### config.mk
export PLATFORM = sky130hd
export DESIGN_NAME = trig_emul
export DESIGN_NICKNAME = d
export VERILOG_FILES = /design/src/rtl/trig_emul_pkg.sv /design/src/rtl/trig_emul_sat_cnt.sv /design/src/rtl/trig_emul.sv
export SDC_FILE = /design/constraint.sdc
export NUM_CORES = 1
export LEC_CHECK = 0
export ABC_AREA = 1
export BUFFER_PORTS_ARGS = -buffer_cell sky130_fd_sc_hd__buf_4
export CORE_MARGIN = 2
export CORE_UTILIZATION = 45
export CTS_CLUSTER_SIZE = 20
export DETAILED_ROUTE_END_ITERATION = 8
export MAX_ROUTING_LAYER = met4
export PLACE_DENSITY = 0.65
export RECOVER_POWER = 50
export SLEW_MARGIN = 20
export SYNTH_ARGS = -nofsm -noshare
export SYNTH_HDL_FRONTEND = slang
export SYNTH_HIERARCHICAL = 1
export SYNTH_SLANG_ARGS = --single-unit
### constraint.sdc
create_clock -name CLK -period 2.2 [get_ports CLK]
set_input_delay 0.44 -clock CLK [delete_from_list [all_inputs] [get_ports CLK]]
set_output_delay 0.44 -clock CLK [all_outputs]
set_load 0.02 [all_outputs]
### src/rtl/trig_emul_pkg.sv
// Shared definitions for the trigger emulator: FSM state encoding and default widths.
package trig_emul_pkg;

    localparam int DEF_LAT_W = 10;
    localparam int DEF_CNT_W = 8;

    typedef enum logic [2:0] {
        S_IDLE = 3'd0,
        S_LCT  = 3'd1,
        S_WAIT = 3'd2,
        S_L1A  = 3'd3,
        S_GAP  = 3'd4,
        S_FIN  = 3'd5
    } state_t;

endpackage

### src/rtl/trig_emul_sat_cnt.sv
// Saturating up-counter with synchronous clear (clear beats increment).
module sat_cnt
    import trig_emul_pkg::*;
#(
    parameter int W = DEF_CNT_W
) (
    input  logic         CLK,
    input  logic         RST,
    input  logic         clr,
    input  logic         inc,
    output logic [W-1:0] cnt
);

    logic [W-1:0] cnt_reg;

    always_ff @(posedge CLK or posedge RST) begin
        if (RST) begin
            cnt_reg <= '0;
        end else if (clr) begin
            cnt_reg <= '0;
        end else if (inc && (cnt_reg != '1)) begin
            cnt_reg <= cnt_reg + W'(1);
        end
    end

    assign cnt = cnt_reg;

endmodule

### src/rtl/trig_emul.sv
// LCT/L1A burst generator with match/no-match response counters.
module trig_emul
    import trig_emul_pkg::*;
#(
    parameter int LAT_W = DEF_LAT_W,
    parameter int CNT_W = DEF_CNT_W
) (
    input  logic             CLK,
    input  logic             RST,
    input  logic             START,
    input  logic             ABORT,
    input  logic [LAT_W-1:0] LATENCY,
    input  logic [CNT_W-1:0] NTRIG,
    input  logic [CNT_W-1:0] GAP,
    input  logic             SKIP_L1A,
    input  logic             MATCH_IN,
    input  logic             NOMATCH_IN,
    output logic             LCT,
    output logic             L1A,
    output logic             BUSY,
    output logic             DONE,
    output logic [CNT_W-1:0] SENT_CNT,
    output logic [CNT_W-1:0] MATCH_CNT,
    output logic [CNT_W-1:0] NOMATCH_CNT
);

    localparam int DW = (LAT_W > CNT_W) ? LAT_W : CNT_W;

    state_t           state_reg;
    logic [LAT_W-1:0] lat_reg;
    logic [CNT_W-1:0] ntrig_reg;
    logic [CNT_W-1:0] gap_reg;
    logic             skip_reg;
    logic [DW-1:0]    dcnt_reg;
    logic [CNT_W-1:0] sent_reg;
    logic             lct_reg;
    logic             l1a_reg;
    logic             busy_reg;
    logic             done_reg;

    logic [DW-1:0]    lat_ext;
    logic [DW-1:0]    gap_ext;
    logic             start_acc;

    assign lat_ext   = DW'(lat_reg);
    assign gap_ext   = DW'(gap_reg);
    assign start_acc = START && (state_reg == S_IDLE) && !ABORT;

    // WAIT and GAP are skipped when their length would be zero, so LATENCY<=1
    // and GAP=0 still give the required back-to-back slot timing.
    always_ff @(posedge CLK or posedge RST) begin
        if (RST) begin
            state_reg <= S_IDLE;
            lat_reg   <= '0;
            ntrig_reg <= '0;
            gap_reg   <= '0;
            skip_reg  <= 1'b0;
            dcnt_reg  <= '0;
            sent_reg  <= '0;
            lct_reg   <= 1'b0;
            l1a_reg   <= 1'b0;
            busy_reg  <= 1'b0;
            done_reg  <= 1'b0;
        end else if (ABORT) begin
            state_reg <= S_IDLE;
            lct_reg   <= 1'b0;
            l1a_reg   <= 1'b0;
            busy_reg  <= 1'b0;
            done_reg  <= 1'b0;
        end else begin
            lct_reg  <= 1'b0;
            l1a_reg  <= 1'b0;
            done_reg <= 1'b0;
            case (state_reg)
                S_IDLE: begin
                    if (START) begin
                        lat_reg   <= LATENCY;
                        ntrig_reg <= NTRIG;
                        gap_reg   <= GAP;
                        skip_reg  <= SKIP_L1A;
                        if (NTRIG == '0) begin
                            sent_reg  <= '0;
                            state_reg <= S_FIN;
                            done_reg  <= 1'b1;
                        end else begin
                            sent_reg  <= CNT_W'(1);
                            state_reg <= S_LCT;
                            lct_reg   <= 1'b1;
                            busy_reg  <= 1'b1;
                        end
                    end
                end
                S_LCT: begin
                    if (lat_reg <= LAT_W'(1)) begin
                        state_reg <= S_L1A;
                        l1a_reg   <= !skip_reg;
                    end else begin
                        state_reg <= S_WAIT;
                        dcnt_reg  <= lat_ext - DW'(2);
                    end
                end
                S_WAIT: begin
                    if (dcnt_reg == '0) begin
                        state_reg <= S_L1A;
                        l1a_reg   <= !skip_reg;
                    end else begin
                        dcnt_reg <= dcnt_reg - DW'(1);
                    end
                end
                S_L1A: begin
                    if (sent_reg == ntrig_reg) begin
                        state_reg <= S_FIN;
                        done_reg  <= 1'b1;
                        busy_reg  <= 1'b0;
                    end else if (gap_reg == '0) begin
                        state_reg <= S_LCT;
                        lct_reg   <= 1'b1;
                        sent_reg  <= sent_reg + CNT_W'(1);
                    end else begin
                        state_reg <= S_GAP;
                        dcnt_reg  <= gap_ext - DW'(1);
                    end
                end
                S_GAP: begin
                    if (dcnt_reg == '0) begin
                        state_reg <= S_LCT;
                        lct_reg   <= 1'b1;
                        sent_reg  <= sent_reg + CNT_W'(1);
                    end else begin
                        dcnt_reg <= dcnt_reg - DW'(1);
                    end
                end
                S_FIN: begin
                    state_reg <= S_IDLE;
                end
                default: begin
                    state_reg <= S_IDLE;
                    busy_reg  <= 1'b0;
                end
            endcase
        end
    end

    // Response counters: index 0 counts MATCH_IN, index 1 counts NOMATCH_IN.
    logic [1:0]       resp_pulse;
    logic [CNT_W-1:0] resp_cnt [2];

    assign resp_pulse = {NOMATCH_IN, MATCH_IN};

    generate
        for (genvar gi = 0; gi < 2; gi++) begin : g_resp
            sat_cnt #(.W(CNT_W)) u_cnt (
                .CLK (CLK),
                .RST (RST),
                .clr (start_acc),
                .inc (resp_pulse[gi] && !ABORT),
                .cnt (resp_cnt[gi])
            );
        end
    endgenerate

    assign LCT         = lct_reg;
    assign L1A         = l1a_reg;
    assign BUSY        = busy_reg;
    assign DONE        = done_reg;
    assign SENT_CNT    = sent_reg;
    assign MATCH_CNT   = resp_cnt[0];
    assign NOMATCH_CNT = resp_cnt[1];

endmodule

==> reports/qor.yml, run 1 <==
place:
  dpl_cell_area_um2: 4882
  dp_hpwl_um: 7571
  dpl.cell_count: 774
  port_buffers: 60
  gp_congestion: 0.9687
synthesis:
  avgSynthCellArea_um2: 7.259
  ys_async_sr_fraction_pct: 100.0
  ys_seq_area_share_pct: 39.73
  synth_area_leaders: "dfrtp_1 (40%), nand2_1 (17%), nand3_1 (5.7%)"
  synth_nets: 631
  synth_edf_count: 0
  synthCells: 590
  yosysWarnings: 6
  synth.distinct_cells: 37
  synth_top_flop_cell: "dfrtp_1"
  synth_top_area_share_pct: 39.73
  ys_seq_elements: 68
  synth_area_um2: 4283
  yosysTopAreaCell: "dfrtp_1"
layout:
  final_nets: 697
  regArea_um2: 1702
  fillerInstances: 915
  antenna_cells: 0
  drive_gt1_share_pct: 17.55
  largest_register_ffs: 16
  design_area_um2: 5035
  fin_cells: 790
  multi_input_area_um2: 2245
  syn2layout_area_growth_pct: 17.56
  final_core_util_pct: 54.49
setup_path:
  critPathKind: "register to register"
  crit_path_end_kind: "register"
  required_ns: 2.43
  reg2reg_from: "state_reg[1]"
  crit_path_end: "lat_ext[6]"
  ff2ff_setup_slack_ns: 0.34
  critPathLaunchType: "register"
  r2r-end: "lat_ext[6]"
  cp-startpoint: "state_reg[1]"
  reg2reg_depth: 9
  worstPathArrival_ns: 2.09
  critPathMaxFanout: 22
global_route:
  grt_usage_pct: 21.38
  grt_pass1_vias: 3471
  grt_overflow_total: 0
  antenna_found_initial: 0
  top_usage_layer: "met2"
  grt.met3_usage_pct: 3.658
  grt_max_degree: 53
  grtUsageMet2_pct: 31.07
  grt_pass1_wl_um: 16790
  use_met1_pct: 30.14
timing:
  setup_viol_count_final: 0
  timing.hold.ws_ns: 0.04665
  finalHoldViolations: 0
  worst_pin_slew_ns: 1.305
  relSlewSlack_pct: 12.98
  slew_viol_final: 0
  fmax_mhz: 536.3
  rsz0062_at_grt: "no"
  min_period_ns: 1.865
  setup-tns-final_ns: 0
  fin_skew_ns: 0.01065
  finalCritPeriodShare_pct: 84.76
clock_tree:
  cts_hold_buf: 0
  clock-sinks: 68
  cts_tree: "built"
  clkTransAtPathRegs_ns: 0.08
  cts_buffers: 9
  postCtsSetupRepairBufs: 0
  clk_latency_ns: 0.35
  clock_path_buffers: 2
  htreeDepth: 3
  cts_resized: 0
  cts_root_buffer: "clkbuf_8"
detailed_routing:
  vias: 3911
  firstDrtPassIters: 5
  drcViolationCount: 0
  wire_per_inst_um: 12.88
  dr.first_iter.drc_count: 221
  via_per_inst: 4.951
  antenna_left: 0
  wl_um: 10180
floorplan:
  start_util_pct: 46.35
  boundaryPins: 61
  die_w_um: 101.6
  core_um2: 9240
  design.die.area_um2: 10310
  num_rows: 35
  die_h_um: 101.6
worst_hold_path:
  hold_path_class: "primary input to asynchronous set/reset pin"
power_and_ir_drop:
  power_density_nw_per_um2: 1088
  power.leakage_nw: 2.561
  ir_worst_vdd_mv: 0.5448
outcome:
  status: "finished clean"
run:
  maxCapViolations: 0
-- power breakdown --
part           leakage [nW]  internal (mW)  switching (mW)  total, mW
Clock                 0.110          0.646           0.529       1.17
Combinational          1.57          0.834            1.41       2.25
Sequential            0.877           1.64           0.415       2.06
-- layer usage --
| metal | wire (µm) | vias to the layer above | part of all wire (%) |
|---|---|---|---|
| li1 | - | 1996 | - |
| met1 | 4899 | 1789 | 48 |
| met2 | 4564 | 114 | 45 |
| met3 | 594 | 12 | 5.8 |
| met4 | 118 | 0 | 1.2 |
| met5 | 0 | - | 0 |
-- cell families after synthesis --
| kind of cell | Yosys count | synth area share, % |
|---|---|---|
| adder cells (fa/ha/maj) | 8 | 2.337 |
| AO/OA/AOI/OAI | 56 | 7.508 |
| AND/OR/NAND/NOR | 354 | 38.12 |
| XOR/XNOR | 22 | 4.499 |
| buffers and inverters | 82 | 7.800 |
| flip-flops | 68 | 39.73 |
-- cell type report --
cell class	instances	share of cell area, %
multi-input combinational	440	44.58
sequential	68	33.80
timing repair buffer	62	8.151
inverter	75	5.840
tap	129	3.206
clock buffer	9	2.460
clock inverter	7	1.963
-- stage by stage --
stage                     worst slack, ns  total power, mW
after global routing               0.1233            5.943
after floorplan                    0.4242            3.724
after CTS                          0.3259            5.554
after global placement             0.4053            4.308
final                              0.3353            5.478
after detailed placement           0.3357            4.359
-- worst max-delay path: stages (launching register included) --
cell	delay, ns
dfrtp_1	0.43
inv_2	0.09
nand2_2	0.07
nor2_2	0.19
inv_2	0.07
nor2_1	0.12
inv_2	0.08
nor2_8	0.27
buf_4	0.30
o21ai_0	0.12
-- how the worst min path moves through the flow --
stage                     slack, ns  cells after the start                endpoint  start
after floorplan                0.26                      1  g_resp[0].u_cnt/cnt[0]    RST
after global placement         0.44                      2  g_resp[0].u_cnt/cnt[7]    RST
after detailed placement       0.44                      2  g_resp[1].u_cnt/cnt[7]    RST
after CTS                      0.04                      2  g_resp[1].u_cnt/cnt[3]    RST
after global routing           0.07                      2  g_resp[1].u_cnt/cnt[3]    RST
final                          0.05                      2  g_resp[1].u_cnt/cnt[3]    RST
-- cell usage after synthesis (5+ instances only) --
master,n
o21ai_1,19
nor2_1,52
nand3_1,49
a21oi_1,11
dfrtp_1,68
inv_2,8
nor2_4,5
nand2_4,6
buf_2,5
xor2_1,10
inv_1,62
ha_1,8
xnor2_1,12
nand4_1,8
nand2_2,17
nand2_1,196
o21ai_0,14
nor2_2,5
-- layout by cell type, fill, tap and decap left out, types with 9 or more instances in the layout --
cell,count
nand2_1,196
clkbuf_8,9
dfrtp_1,68
xnor2_1,12
o21ai_0,14
inv_1,61
nand2_2,17
nand3_1,49
a21oi_1,11
clkbuf_1,14
buf_4,47
xor2_1,10
nor2_1,53
o21ai_1,19
Note: power is estimated with default switching activity, not from simulation.
==> run 2: changes to the inputs <==
--- a/config.mk
+++ b/config.mk
@@ -5,14 +5,14 @@
 export SDC_FILE = /design/constraint.sdc
 export NUM_CORES = 1
 export LEC_CHECK = 0
-export ABC_AREA = 1
+export ABC_AREA = 0
 export BUFFER_PORTS_ARGS = -buffer_cell sky130_fd_sc_hd__buf_4
 export CORE_MARGIN = 2
 export CORE_UTILIZATION = 45
 export CTS_CLUSTER_SIZE = 20
 export DETAILED_ROUTE_END_ITERATION = 8
 export MAX_ROUTING_LAYER = met4
-export PLACE_DENSITY = 0.65
+export PLACE_DENSITY = 0.68
 export RECOVER_POWER = 50
 export SLEW_MARGIN = 20
 export SYNTH_ARGS = -nofsm -noshare
==> constraint.sdc (replaced) <==
create_clock -name CLK -period 1.6 [get_ports CLK]
set_input_delay 0.32 -clock CLK [delete_from_list [all_inputs] [get_ports CLK]]
set_output_delay 0.32 -clock CLK [all_outputs]
set_load 0.02 [all_outputs]
==> reports/qor.yml, run 2 <==
global_route:
  grt_pass1_wl_um: 18330  # +9.1%
  grt_max_degree: 53  # unchanged
  grt_overflow_total: 0  # unchanged
  grt_pass1_vias: 3844  # +11%
  grt_usage_pct: 24.02  # +2.6 points
  antenna_found_initial: 0  # unchanged
place:
  dp_hpwl_um: 7900  # +4.3%
  port_buffers: 60  # unchanged
  dpl.cell_count: 711  # -8.1%
  gp_congestion: 0.8745  # -9.7%
setup_path:
  critical-path-max-stage-delay_ns: 0.41  # -0.02 ns
  critPathMaxFanout: 5  # -77%
  worstPathCellList: "nor4_4 > nand3_2 > a211oi_4 > buf_4 > o221ai_4 > buf_4 > o21ai_1 > o31ai_1"
  crit_path_end_kind: "register"
  critPathLaunchType: "register"
  path_delay_family: "compound AO/OA/AOI/OAI gates"
  required_ns: 1.85  # -0.58 ns
  crit_buf_inv: 2  # -2
  crit_top_cell: "buf_4"
  cpMaxStageDelayCell: "dfrtp_1"
  worstPathArrival_ns: 2.19  # +0.10 ns
  critPathKind: "register to register"
layout:
  regArea_um2: 1713  # +0.66%
  final_nets: 671  # -3.7%
  multi_input_area_um2: 2440  # +8.7%
  fin_cells: 743  # -5.9%
  fillerInstances: 666  # -27%
  largest_register_ffs: 16  # unchanged
  most-common-layout-cells: "buf_4 (159), nand2_1 (97), dfrtp_1 (59), a21oi_1 (26), nor2_1 (21)"
  final_common_cell: "buf_4"
  syn2layout_area_growth_pct: 48.61
  drive_gt1_share_pct: 41.73  # +24 points
  antenna_cells: 0  # unchanged
timing:
  finalCritPeriodShare_pct: 121.3  # +37 points
  setup_viol_count_final: 26  # +26
  fmax_mhz: 515.2  # -3.9%
  slew_viol_final: 0  # unchanged
  finalHoldViolations: 0  # unchanged
  fin_ws_ns: -0.3411  # -0.6764 ns
  worst_pin_slew_ns: 0.7326  # -0.5727 ns
  relSlewSlack_pct: 51.16  # +38 points
  rsz0062_at_grt: "yes"
  min_period_ns: 1.941  # +0.07644 ns
  fin_skew_ns: 0.01588  # +0.005223 ns
clock_tree:
  clk_latency_ns: 0.36  # about the same
  clock_path_buffers: 2  # unchanged
  clkTransAtPathRegs_ns: 0.09  # about the same
  cts_buffers: 9  # unchanged
  htreeDepth: 3  # unchanged
  clock-sinks: 68  # unchanged
  cts_root_buffer: "clkbuf_8"
  cts_tree: "built"
worst_hold_path:
  hold_path_class: "primary input to register"
synthesis:
  synth_most_common_cell: "nand2_1"
  ys_seq_area_share_pct: 42.05  # +2.3 points
  synth_top_flop_cell: "dfrtp_1"
  ys_seq_elements: 68  # unchanged
  yosysTopAreaCell: "dfrtp_1"
  synthCells: 456  # -23%
  synth_nets: 497  # -21%
  synth.distinct_cells: 60  # +62%
  avgSynthCellArea_um2: 8.874  # +22%
  synth_edf_count: 0  # unchanged
  synth_top_cells_by_count: "nand2_1 (98), dfrtp_1 (68), a21oi_1 (30)"
  synth_area_leaders: "dfrtp_1 (42%), nand2_1 (9.1%), a21oi_1 (3.7%)"
  yosysWarnings: 6  # unchanged
  synth_top_area_share_pct: 42.05  # +2.3 points
  synth_area_um2: 4046  # -5.5%
  ys_async_sr_fraction_pct: 100.0  # unchanged
detailed_routing:
  wl_um: 11870  # +17%
  firstDrtPassIters: 5  # unchanged
  vias: 4142  # +5.9%
  antenna_left: 0  # unchanged
  drcViolationCount: 0  # unchanged
  via_per_inst: 5.575  # +13%
  dr.first_iter.drc_count: 272  # +23%
  wire_per_inst_um: 15.97  # +24%
outcome:
  violations: "negative setup slack"
  status: "complete, but fails checks"
power_and_ir_drop:
  ir_worst_vdd_mv: 0.8949  # +64%
  power.leakage_nw: 2.878  # +12%
  power_density_nw_per_um2: 1495  # +37%
  power.total_mw: 8.989  # +64%
floorplan:
  design.die.area_um2: 9766  # -5.3%
  num_rows: 34  # -2.9%
  die_h_um: 98.83  # -2.7%
  start_util_pct: 46.40  # +0.048 points
  core_um2: 8721  # -5.6%
  boundaryPins: 61  # unchanged
  die_w_um: 98.83  # -2.7%
run:
  maxCapViolations: 0  # unchanged
-- run 2: changes by cell type in the layout (fill, tap and decap cells not counted), moves of 13 or more --
cell / before / now
buf_4: 47 / 159
nand2_1: 196 / 97
inv_1: 61 / 15
nand3_1: 49 / 10
nor2_1: 53 / 21
nand2_2: 17 / 1
a21oi_1: 11 / 26
clkbuf_1: 14 / 1
-- run 2: worst min-delay path, delay by kind of cell --
family | cells | cell delay (ns)
simple gates | 2 | 0.08
buf+inv | 1 | 0.08
-- run 2: metrics by stage --
| stage | utilization (%) | TNS [ns] | worst slack (ns) | area [µm²] | hold WS, ns |
|---|---|---|---|---|---|
| floorplan | - | -4.923 | -0.4062 | 4120 | 0.1355 |
| global placement | 61.75 | -5.091 | -0.3030 | 5385 | 0.3125 |
| detailed placement | 61.75 | -6.530 | -0.3753 | 5385 | 0.3188 |
| CTS | 65.87 | -5.170 | -0.3249 | 5744 | 0.1464 |
| global route | 68.95 | -8.539 | -0.4528 | 6013 | 0.1450 |
| finish | 68.95 | -5.533 | -0.3411 | 6013 | 0.1552 |
-- run 2: what timing repair did --
item | in CTS | in global routing
gates resized for setup | 24 | 34
hold buffers | 1 | 0
pin swaps | 10 | 12
endpoints found under the hold margin | 16 | 0
buffers inserted | 2 | 10
cloned | 2 | 4
endpoints found under the setup margin | 32 | 61
-- run 2: cell type report --
| cell class | instances | share of cell area [%] |
|---|---|---|
| multi-input combinational | 356 | 40.57 |
| sequential | 68 | 28.49 |
| timing repair buffer | 176 | 23.66 |
| clock buffer | 10 | 2.289 |
| tap | 108 | 2.247 |
| inverter | 17 | 1.269 |
| clock inverter | 6 | 1.061 |
| timing repair inverter | 2 | 0.4161 |
-- run 2: power by group --
group	total [mW]	switching [mW]	internal (mW)
Sequential	2.69	0.440	2.25
Combinational	4.84	2.43	2.41
Clock	1.46	0.705	0.759
Total	8.99	3.58	5.41
-- run 2: routing by layer --
layer	global-route usage (%)	routed length [µm]	vias up
met2	38.10	5812	153
li1	-	-	1954
met5	-	0	-
met3	4.113	555	22
met1	31.61	5299	2013
met4	7.587	199	0
-- run 2: final timing paths --
kind,startpoint,cells after the start,end,slack [ns]
worst max-delay path,gap_reg[7],8,SENT_CNT[5],-0.34
worst min-delay path,LATENCY[4],3,lat_ext[4],0.16
worst max register to register,gap_reg[7],8,SENT_CNT[5],-0.34
worst min register to register,lat_ext[0],2,lat_ext[0],0.52
max in group asynchronous,RST,4,gap_reg[4],0.29
min in group asynchronous,RST,3,g_resp[1].u_cnt/cnt[6],0.48
-- run 2: kinds of logic after synthesis --
logic type               share of synthesized area (%)
multiplexers                                     4.576
AO/OA/AOI/OAI                                    17.29
XOR/XNOR                                         4.762
buffers and inverters                            3.618
flip-flops                                       42.05
AND/OR/NAND/NOR                                  25.23
adder cells (fa/ha/maj)                          2.474
==> run 3: changes to the inputs <==
--- a/config.mk
+++ b/config.mk
@@ -9,10 +9,11 @@
 export BUFFER_PORTS_ARGS = -buffer_cell sky130_fd_sc_hd__buf_4
 export CORE_MARGIN = 2
 export CORE_UTILIZATION = 45
+export CTS_BUF_LIST = sky130_fd_sc_hd__clkbuf_16
 export CTS_CLUSTER_SIZE = 20
 export DETAILED_ROUTE_END_ITERATION = 8
 export MAX_ROUTING_LAYER = met4
-export PLACE_DENSITY = 0.68
+export PLACE_DENSITY = 0.65
 export RECOVER_POWER = 50
 export SLEW_MARGIN = 20
 export SYNTH_ARGS = -nofsm -noshare
==> constraint.sdc (replaced) <==
create_clock -name CLK -period 2.44 [get_ports CLK]
set_input_delay 0.488 -clock CLK [delete_from_list [all_inputs] [get_ports CLK]]
set_output_delay 0.488 -clock CLK [all_outputs]
set_load 0.1 [all_outputs]
==> reports/qor.yml, run 3 (same netlist as run 2, synthesis figures left out) <==
outcome:
  status: "finished clean"
global_route:
  grt_usage_pct: 21.54  # -2.5 points
  grt_max_degree: 56  # +5.7%
  grt_pass1_wl_um: 16250  # -11%
  grt_overflow_total: 0  # unchanged
  grt_pass1_vias: 3294  # -14%
  antenna_found_initial: 0  # unchanged
layout:
  most-common-layout-cells: "nand2_1 (98), dfrtp_1 (63), buf_4 (53), a21oi_1 (30), nor2_1 (25)"
  fillerInstances: 783  # +18%
  fin_cells: 634  # -15%
  final_common_cell: "nand2_1"
  antenna_cells: 0  # unchanged
  drive_gt1_share_pct: 19.96  # -22 points
  syn2layout_area_growth_pct: 20.75
  largest_register_ffs: 16  # unchanged
  final_nets: 562  # -16%
setup_path:
  ff2ff_setup_slack_ns: 0.22  # +0.56 ns
  critPathLaunchType: "register"
  cpMaxStageDelayCell: "or4_1"
  crit_path_end_kind: "register"
  critPathKind: "register to register"
  critPathMaxFanout: 6  # +1
  r2r-end: "dcnt_reg[5]"
  reg2reg_depth: 7  # -1
  required_ns: 2.68  # +0.83 ns
  critical-path-max-stage-delay_ns: 0.58  # +0.17 ns
  reg2reg_from: "lat_ext[3]"
  worstPathArrival_ns: 2.46  # +0.27 ns
  worstPathCellList: "or4_1 > nor3_2 > o31ai_1 > o211ai_2 > buf_4 > o21ai_1 > a22oi_1"
timing:
  slew_viol_final: 0  # unchanged
  setup_viol_count_final: 0  # -100%
  timing.hold.ws_ns: 0.1251  # -0.03009 ns
  fin_skew_ns: 0.006283  # -0.009594 ns
  relSlewSlack_pct: 20.65  # -31 points
  finalHoldViolations: 0  # unchanged
  finalCritPeriodShare_pct: 90.89  # -30 points
  worst_pin_slew_ns: 1.195  # +0.4628 ns
  setup-tns-final_ns: 0  # +5.533 ns
  rsz0062_at_grt: "no"
  fmax_mhz: 450.9  # -12%
  min_period_ns: 2.218  # +0.2766 ns
floorplan:
  start_util_pct: 46.40  # unchanged
  die_h_um: 98.83  # unchanged
  boundaryPins: 61  # unchanged
  num_rows: 34  # unchanged
  die_w_um: 98.83  # unchanged
  core_um2: 8721  # unchanged
  design.die.area_um2: 9766  # unchanged
power_and_ir_drop:
  power.total_mw: 5.434  # -40%
  power.leakage_nw: 2.277  # -21%
  power_density_nw_per_um2: 1112  # -26%
  ir_worst_vdd_mv: 0.9356  # +4.5%
detailed_routing:
  vias: 3482  # -16%
  dr.first_iter.drc_count: 168  # -38%
  drcViolationCount: 0  # unchanged
  firstDrtPassIters: 5  # unchanged
  wl_um: 9856  # -17%
  wire_per_inst_um: 15.55  # -2.7%
  antenna_left: 0  # unchanged
  via_per_inst: 5.492  # -1.5%
worst_hold_path:
  hold_path_class: "primary input to asynchronous set/reset pin"
clock_tree:
  htreeDepth: 3  # unchanged
  cts_root_buffer: "clkbuf_16"
  cts_buffers: 9  # unchanged
  cts_hold_buf: 0  # -1
  cts_tree: "built"
  clk_latency_ns: 0.33  # -0.03 ns
  clkTransAtPathRegs_ns: 0.06  # -0.03 ns
  clock_path_buffers: 2  # unchanged
  clock-sinks: 68  # unchanged
place:
  port_buffers: 60  # unchanged
  gp_congestion: 0.8899  # +1.8%
  dp_hpwl_um: 7277  # -7.9%
  dpl.cell_count: 618  # -13%
run:
  maxCapViolations: 0  # unchanged
-- run 3: report_power, final --
group	switching, mW	leakage [nW]	internal [mW]
combinational	1.50	1.25	0.805
sequential	0.405	0.875	1.47
clock	0.472	0.149	0.779
total	2.38	2.28	3.05
-- run 3: stage by stage --
stage / utilization, % / setup WS (ns) / instance area (µm²)
finish: 56.03 / 0.2222 / 4886
global route: 56.03 / 0.1217 / 4886
CTS: 56.69 / 0.2155 / 4943
detailed placement: 53.39 / 0.2213 / 4656
global placement: 53.39 / 0.2542 / 4656
floorplan: - / 0.02134 / 4053
-- run 3: repair_timing --
action	in CTS	in global routing
endpoints found under the setup margin	0	1
endpoints found under the hold margin	0	0
gates resized for setup	0	1
setup buffers	0	0
-- run 3: worst max path at each step --
stage	start	end	cells past startpoint
floorplan	SENT_CNT[7]	dcnt_reg[0]	6
global placement	SENT_CNT[5]	SENT_CNT[0]	6
detailed placement	SENT_CNT[5]	SENT_CNT[0]	6
CTS	SENT_CNT[2]	SENT_CNT[0]	6
global route	state_reg[1]	dcnt_reg[6]	7
finish	lat_ext[3]	dcnt_reg[5]	7
-- run 3: layer usage --
metal  share of wire [%]  vias up  track usage [%]
met3                 4.8       16            4.468
li1                    -     1728                -
met4                 1.7        0            6.639
met5                   0        -                -
met2                  46       91            32.90
met1                  47     1647            28.98
-- run 3: final cells by class --
class	count	area [µm²]	share of cell area [%]
Clock inverter	7	62.56	1.280
Sequential cell	68	1708	34.96
Tap cell	108	135.1	2.766
Inverter	17	63.81	1.306
Timing Repair Buffer	70	481.7	9.859
Multi-Input combinational cell	355	2210	45.22
Clock buffer	9	225.2	4.609
-- run 3: worst max-delay path: cells and delay by family, from the launching register on --
kind	cells	cell delay (ns)
AOI/OAI and AO/OA	4	0.57
buffers and inverters	1	0.22
DFF	1	0.43
and+or+nand+nor	2	0.90
